File: src/rtl/ifetch_unit.sv
// ifetch_unit: instruction fetch and PC sequencing for the Minisys core.
//
// Fetches one instruction at a time over a req/ack handshake, then holds it
// for decode/execute until exec_done resolves it. The next PC is then selected
// from jr / j / jal / conditional-branch / fall-through.
//
// Ports
//   clock, reset              rising-edge clock, synchronous active-high reset
//   imem_req/addr/ack/rdata   instruction memory handshake (addr = PC)
//   Instruction, instr_valid  latched instruction and its valid flag
//   PC, PC_plus_4             current instruction address and PC + 4
//   link_addr                 return address written by jal
//   exec_done                 one-cycle pulse: flags below are valid this cycle
//   Addr_Result, Zero         branch target and condition from execute
//   Branch/nBranch/Jmp/Jal/Jr control flags; Read_data_1 is the jr target
//   align_err                 one-cycle pulse after loading a misaligned target
module ifetch_unit #(
   parameter logic [31:0] RESET_PC = 32'h0000_0000
) (
   input  logic        clock,
   input  logic        reset,
   output logic        imem_req,
   output logic [31:0] imem_addr,
   input  logic        imem_ack,
   input  logic [31:0] imem_rdata,
   output logic [31:0] Instruction,
   output logic        instr_valid,
   output logic [31:0] PC,
   output logic [31:0] PC_plus_4,
   output logic [31:0] link_addr,
   input  logic        exec_done,
   input  logic [31:0] Addr_Result,
   input  logic        Zero,
   input  logic        Branch,
   input  logic        nBranch,
   input  logic        Jmp,
   input  logic        Jal,
   input  logic        Jr,
   input  logic [31:0] Read_data_1,
   output logic        align_err
);

   typedef enum logic {FETCH, ISSUE} state_t;

   state_t      state_q, state_d;
   logic [31:0] pc_q, pc_d;
   logic [31:0] link_q, link_d;
   logic [31:0] instr_q, instr_d;
   logic        valid_q, valid_d;
   logic        align_q, align_d;
   logic [31:0] next_pc;

   assign PC_plus_4   = pc_q + 32'd4;
   assign PC          = pc_q;
   assign imem_addr   = pc_q;
   assign Instruction = instr_q;
   assign instr_valid = valid_q;
   assign link_addr   = link_q;
   assign align_err   = align_q;
   // Request is gated by reset so memory never sees a fetch while in reset.
   assign imem_req    = (state_q == FETCH) && !reset;

   // Target selection, highest priority first.
   always_comb begin
      next_pc = PC_plus_4;
      if (Jr)
         next_pc = Read_data_1;
      else if (Jmp || Jal)
         next_pc = {PC_plus_4[31:28], instr_q[25:0], 2'b00};
      else if ((Branch && Zero) || (nBranch && !Zero))
         next_pc = Addr_Result;
   end

   always_comb begin
      state_d = state_q;
      pc_d    = pc_q;
      link_d  = link_q;
      instr_d = instr_q;
      valid_d = valid_q;
      align_d = 1'b0;
      case (state_q)
         FETCH: begin
            if (imem_ack) begin
               instr_d = imem_rdata;
               valid_d = 1'b1;
               state_d = ISSUE;
            end
         end
         ISSUE: begin
            if (exec_done) begin
               // Low bits are dropped; a nonzero drop is flagged, not trapped.
               pc_d    = {next_pc[31:2], 2'b00};
               align_d = |next_pc[1:0];
               valid_d = 1'b0;
               if (Jal)
                  link_d = PC_plus_4;
               state_d = FETCH;
            end
         end
         default: state_d = FETCH;
      endcase
   end

   always_ff @(posedge clock) begin
      if (reset) begin
         state_q <= FETCH;
         pc_q    <= RESET_PC;
         link_q  <= 32'd0;
         instr_q <= 32'd0;
         valid_q <= 1'b0;
         align_q <= 1'b0;
      end else begin
         state_q <= state_d;
         pc_q    <= pc_d;
         link_q  <= link_d;
         instr_q <= instr_d;
         valid_q <= valid_d;
         align_q <= align_d;
      end
   end

endmodule

File: config.mk
export PLATFORM = sky130hd
export DESIGN_NAME = ifetch_unit
export DESIGN_NICKNAME = d
export VERILOG_FILES = /design/src/rtl/ifetch_unit.sv
export SDC_FILE = /design/constraint.sdc
export NUM_CORES = 1
export LEC_CHECK = 0
export ABC_AREA = 1
export CORE_UTILIZATION = 37
export CTS_CLUSTER_DIAMETER = 40
export DETAILED_ROUTE_END_ITERATION = 16
export PLACE_DENSITY = 0.77
export SYNTH_ARGS = -nofsm -noshare
export SYNTH_HDL_FRONTEND = slang
export SYNTH_SLANG_ARGS = --single-unit
File: constraint.sdc
create_clock -name clock -period 1.59 [get_ports clock]
set_input_delay 0.2385 -clock clock [delete_from_list [all_inputs] [get_ports clock]]
set_output_delay 0.2385 -clock clock [all_outputs]
set_load 0.005 [all_outputs]
**Word-level counts from Yosys, hierarchy flattened**

Index checks and enable logic that the tools add are counted.

- Flip-flop bits (word level): 97
- Input bits: 106
- Logic and storage cells: 33

- Bitwise logic cells: 2
- Mux-type cells: 9
- $add $sub $neg: 1
- Equality and inequality tests: 2
- Reduce and logical (&&, ||, !) cells: 13

Operators with widths:

| operator | count |
|---|---|
| two-way mux 32 bit | 3 |
| adder 32 x 3 -> 32 bit, second input constant | 1 |
| AND reduction 2 bit | 3 |
| two-way mux 1 bit | 4 |
| inequality test 2 bit, second input constant | 2 |
| one-hot mux 1 bit (2 select lines) | 2 |
| logical AND 1 bit | 3 |
| AND reduction 3 bit | 1 |
| OR reduction 3 bit | 1 |
| logical NOT 1 bit | 2 |
| logical OR 1 bit | 2 |
| NOT 1 bit | 2 |
| OR reduction 2 bit | 1 |

**Longest topological paths before layout**

- Word-level depth: 7
- Gate-level depth with buffers: 12
- Depth with buffers taken out: 12

**Worst setup path before layout**

OpenSTA, ideal clock, no wires.

- Path type: register to register
- Start: register pc_q[2] (netlist: PC[2])
- End: register pc_q[22] (netlist: PC[22])
- Arrival time: 1.487 ns
- Library setup time: 0.112 ns
- Stages on the path, launching flop included: 13
- Slack: -0.009 ns
- Clock period less this slack: 1.599 ns
- Path through: dfxtp_1 ha_1 nand2_2 nor2_2 nand2_4 nor2_8 nand2_1 nand2_1 nand2_1 nand2_1 nand2_1 nand2_1 nand2_1

- Cells in the longest elaborated chain, start to end: 4

Ends and longest elaborated chain:

| what | RTL line | RTL |
|---|---|---|
| start, declared | 46 | `logic [31:0] pc_q, pc_d;` |
| start signal, assigned | 114 | `pc_q <= pc_d;` |
| adder 32 x 3 -> 32 bit | 53 | `assign PC_plus_4 = pc_q + 32'd4;` |
| via PC_plus_4[22] | 29 | `output logic [31:0] PC_plus_4,` |
| two-way mux 32 bit | 70 | `else if ((Branch && Zero) \|\| (nBranch && !Zero))` |
| two-way mux 32 bit | 68 | `else if (Jmp \|\| Jal)` |
| two-way mux 32 bit | 66 | `if (Jr)` |

The timed path passes the listed nets, and every way through them passes these cells.
A chain may end at the register's enable or synchronous reset.

**Final worst setup path**

- Start: register pc_q[8] (netlist: PC[8])
- End: output port PC_plus_4[17]

- Cells in the longest elaborated chain, start to end: 1

Ends and longest elaborated chain:

| what | RTL line |
|---|---|
| adder 32 x 3 -> 32 bit | 53 |
| end, declared | 29 |

Every way passes these cells.

==> reports/metrics.yaml <==
outcome: "finished, violations left"
violations: "negative setup slack"
worstSetupEndpointType: "output pin"
root_buffer: "clkbuf_16"
drc_errors: 0
drv_slew: 0
r2r_slack_ns: -0.39
wire_per_inst_um: 18.5
fin_util_pct: 72.2
fin_crit_sh_pct: 134
grt_pass1_vias: 6806
drt-pass1-iter-count: 6
cts.sinks: 95
first_iter_violations: 645
yosysMostFrequentCell: "nand2_1"
syn_inst: 844
fmax_ghz: 0.470
diodes: 0
cts_hold_buf: 0
reg2reg_depth: 15
synth_ff_type: "dfxtp_1"
synth-async-reset-ratio_pct: 0
drive_above_1_share_pct: 32.5
hold_class: "in2reg"
syn_area_mm2: 0.00551
ir_drop_uv: 780
die_w_um: 124
dp.cells: 1334
die_h_um: 124
nFillCells: 1019
cts_tree: "done"
p_leak_nw: 5.65
r2r-end: "PC[27]$_SDFFE_PP0P_"
worst_path_max_delay_cell: "dfxtp_2"
ys_types: 35
viasPerCell: 5.17
routed_wl_um: 26000
grt_max_degree: 39
area_growth_pct: 90.4
cp_cell_sequence: "nand2_2, nor2_4, nand2_2, buf_12, nor2_4, buf_6, xor2_2, buf_2"
synth_top_area_share_pct: 34.5
max_stage_delay_ns: 0.38
core_area_mm2: 0.0145
arrival_ns: 1.89
syn_area_per_cell_um2: 6.53
r2r-start: "PC[11]$_SDFFE_PP0P_"
grt_setup_unrepaired: "yes"
htreeDepth: 3
path_clk_slew_ns: 0.07
hold_path_end: "link_addr[3]$_SDFFE_PP0P_"
die_area_mm2: 0.0154
critPathLaunchType: "flop"
start_util_pct: 37.9
path_class: "reg2out"
grt_pass1_wl_um: 35700
synth_seq_cells: 95
cts_max_path_buffers: 2
instances_no_fill: 1404
period_needed_ns: 2.13
synth_area_leader_cell: "dfxtp_1"
synthTopCellsByArea: "dfxtp_1 35%, nand2_1 15%, nor2_1 10%, o21ai_0 7.2%, buf_4 5.3%"
synth_enable_flop_cells: 0
place.gp.congestion: 0.918
hpwlAfterDp_um: 15800
synth_common_cells: "224 x nand2_1, 147 x nor2_1, 95 x dfxtp_1"
place.port_buffers: 260
hold-worst-slack_ns: 0.313
placed_area_mm2: 0.00884
grt_usage_pct: 30.4
rows: 44
yosys_warnings: 0
fin_ws_ns: -0.538
via_count: 7254
cts_buffers: 9
antenna_left: 0
power_density_mw_per_mm2: 648
ioPinCount: 269
maxCapViolCount: 0
hold_start: "reset"
clk_latency_ns: 0.36
nets: 1323
seq_area_frac_synth_pct: 34.5
required_ns: 1.35
grt.overflow.total: 0
hold_path_depth: 2
clock_skew_ns: 0.0118
hold_viol: 0
cp_max_fo: 3
antenna_found_initial: 0
finalSetupViolations: 67
stdcell_area_mm2: 0.0105
## where the power goes
group | internal (W) | total [W] | switching [W]
sequential | 0.00251 | 0.00264 | 0.000123
combinational | 0.000913 | 0.00164 | 0.000732
clock | 0.00147 | 0.00251 | 0.00105
total | 0.00489 | 0.00679 | 0.00190
## timing repair
item	4_1_cts	5_1_grt
gates cloned	0	0
pin swaps	67	68
setup endpoints to repair	108	124
gates resized for setup	302	157
setup buffers	59	27
## critical path, delay by kind of cell, from the launching register on
family        cells  cell delay, ns
simple gates      4            0.56
buf+inv           3            0.42
flops             1            0.38
xor+xnor          1            0.16
## state kept, by name, summed over array words and instances (netlist names)
register     cells
Instruction     32
align_err        1
state_q          1
instr_valid      1
PC              30
link_addr       30
## cell type report
type	instances	area, um^2	area share (%)
clock buffers	11	253	2.41
clock inverters	4	77.6	0.740
inverters	81	318	3.03
multi-input cells	603	3510	33.5
flip-flops and latches	95	1970	18.8
well taps	184	230	2.20
repair buffers	426	4120	39.3
## routing by layer
layer  GRT usage [%]  up-vias  routed length, um
met5               0        -                  0
met4            11.5        0               1330
met3            6.91      135               2280
met2            50.1      503              12300
met1            38.4     3301              10000
li1                -     3315                  -
## worst max path at each step
| stage | start | slack (ns) | cells past startpoint | end |
|---|---|---|---|---|
| floorplan | PC[3]$_SDFFE_PP0P_ | 0.01 | 12 | PC[22]$_SDFFE_PP0P_ |
| global placement | PC[10]$_SDFFE_PP0P_ | -0.41 | 8 | PC_plus_4[25] |
| detailed placement | PC[3]$_SDFFE_PP0P_ | -0.44 | 7 | PC_plus_4[18] |
| CTS | PC[3]$_SDFFE_PP0P_ | -0.41 | 10 | PC_plus_4[31] |
| global route | PC[15]$_SDFFE_PP0P_ | -0.56 | 8 | PC_plus_4[31] |
| finish | PC[8]$_SDFFE_PP0P_ | -0.54 | 8 | PC_plus_4[17] |
## metrics by stage
| stage | setup WS [ns] | setup TNS, ns | power, W |
|---|---|---|---|
| global placement | -0.407 | -16.30 | 0.00414 |
| global route | -0.562 | -20.06 | 0.00704 |
| floorplan | 0.0104 | 0 | 0.00322 |
| CTS | -0.407 | -9.75 | 0.00663 |
| finish | -0.538 | -16.31 | 0.00679 |
| detailed placement | -0.439 | -17.47 | 0.00416 |
## kinds of logic (layout without fill, tap and decap cells)
family / after synthesis / in the layout / share of synthesized area [%]
other: 1 / 8 / 0.0681
adders and majority gates: 1 / 1 / 0.227
xor gates and xnor gates: 15 / 15 / 3.34
AOI/OAI and AO/OA: 152 / 152 / 15.4
and+or+nand+nor: 427 / 427 / 32.7
buffers and inverters: 153 / 522 / 13.8
DFF: 95 / 95 / 34.5
## layout by cell type, fill, tap and decap left out, types with 4 or more instances in the layout
cell type / instances
clkdlybuf4s50_1: 169
nand2_1: 161
nor2_1: 128
buf_4: 104
inv_1: 73
o21ai_0: 66
dfxtp_1: 64
buf_6: 60
nand2_2: 59
dlymetal6s2s_1: 39
a21oi_1: 35
dlygate4sd2_1: 23
buf_2: 21
o21bai_1: 19
dfxtp_2: 18
nor2_4: 18
nand2_4: 14
dfxtp_4: 13
nor2_2: 13
o21ai_1: 12
xor2_2: 9
clkbuf_16: 9
nand3_2: 8
conb_1: 8
buf_12: 8
nand3b_1: 7
o211ai_1: 7
nand3_4: 6
inv_2: 5
a21oi_2: 5
xor2_4: 4
Power figures use the tool's default switching activity.
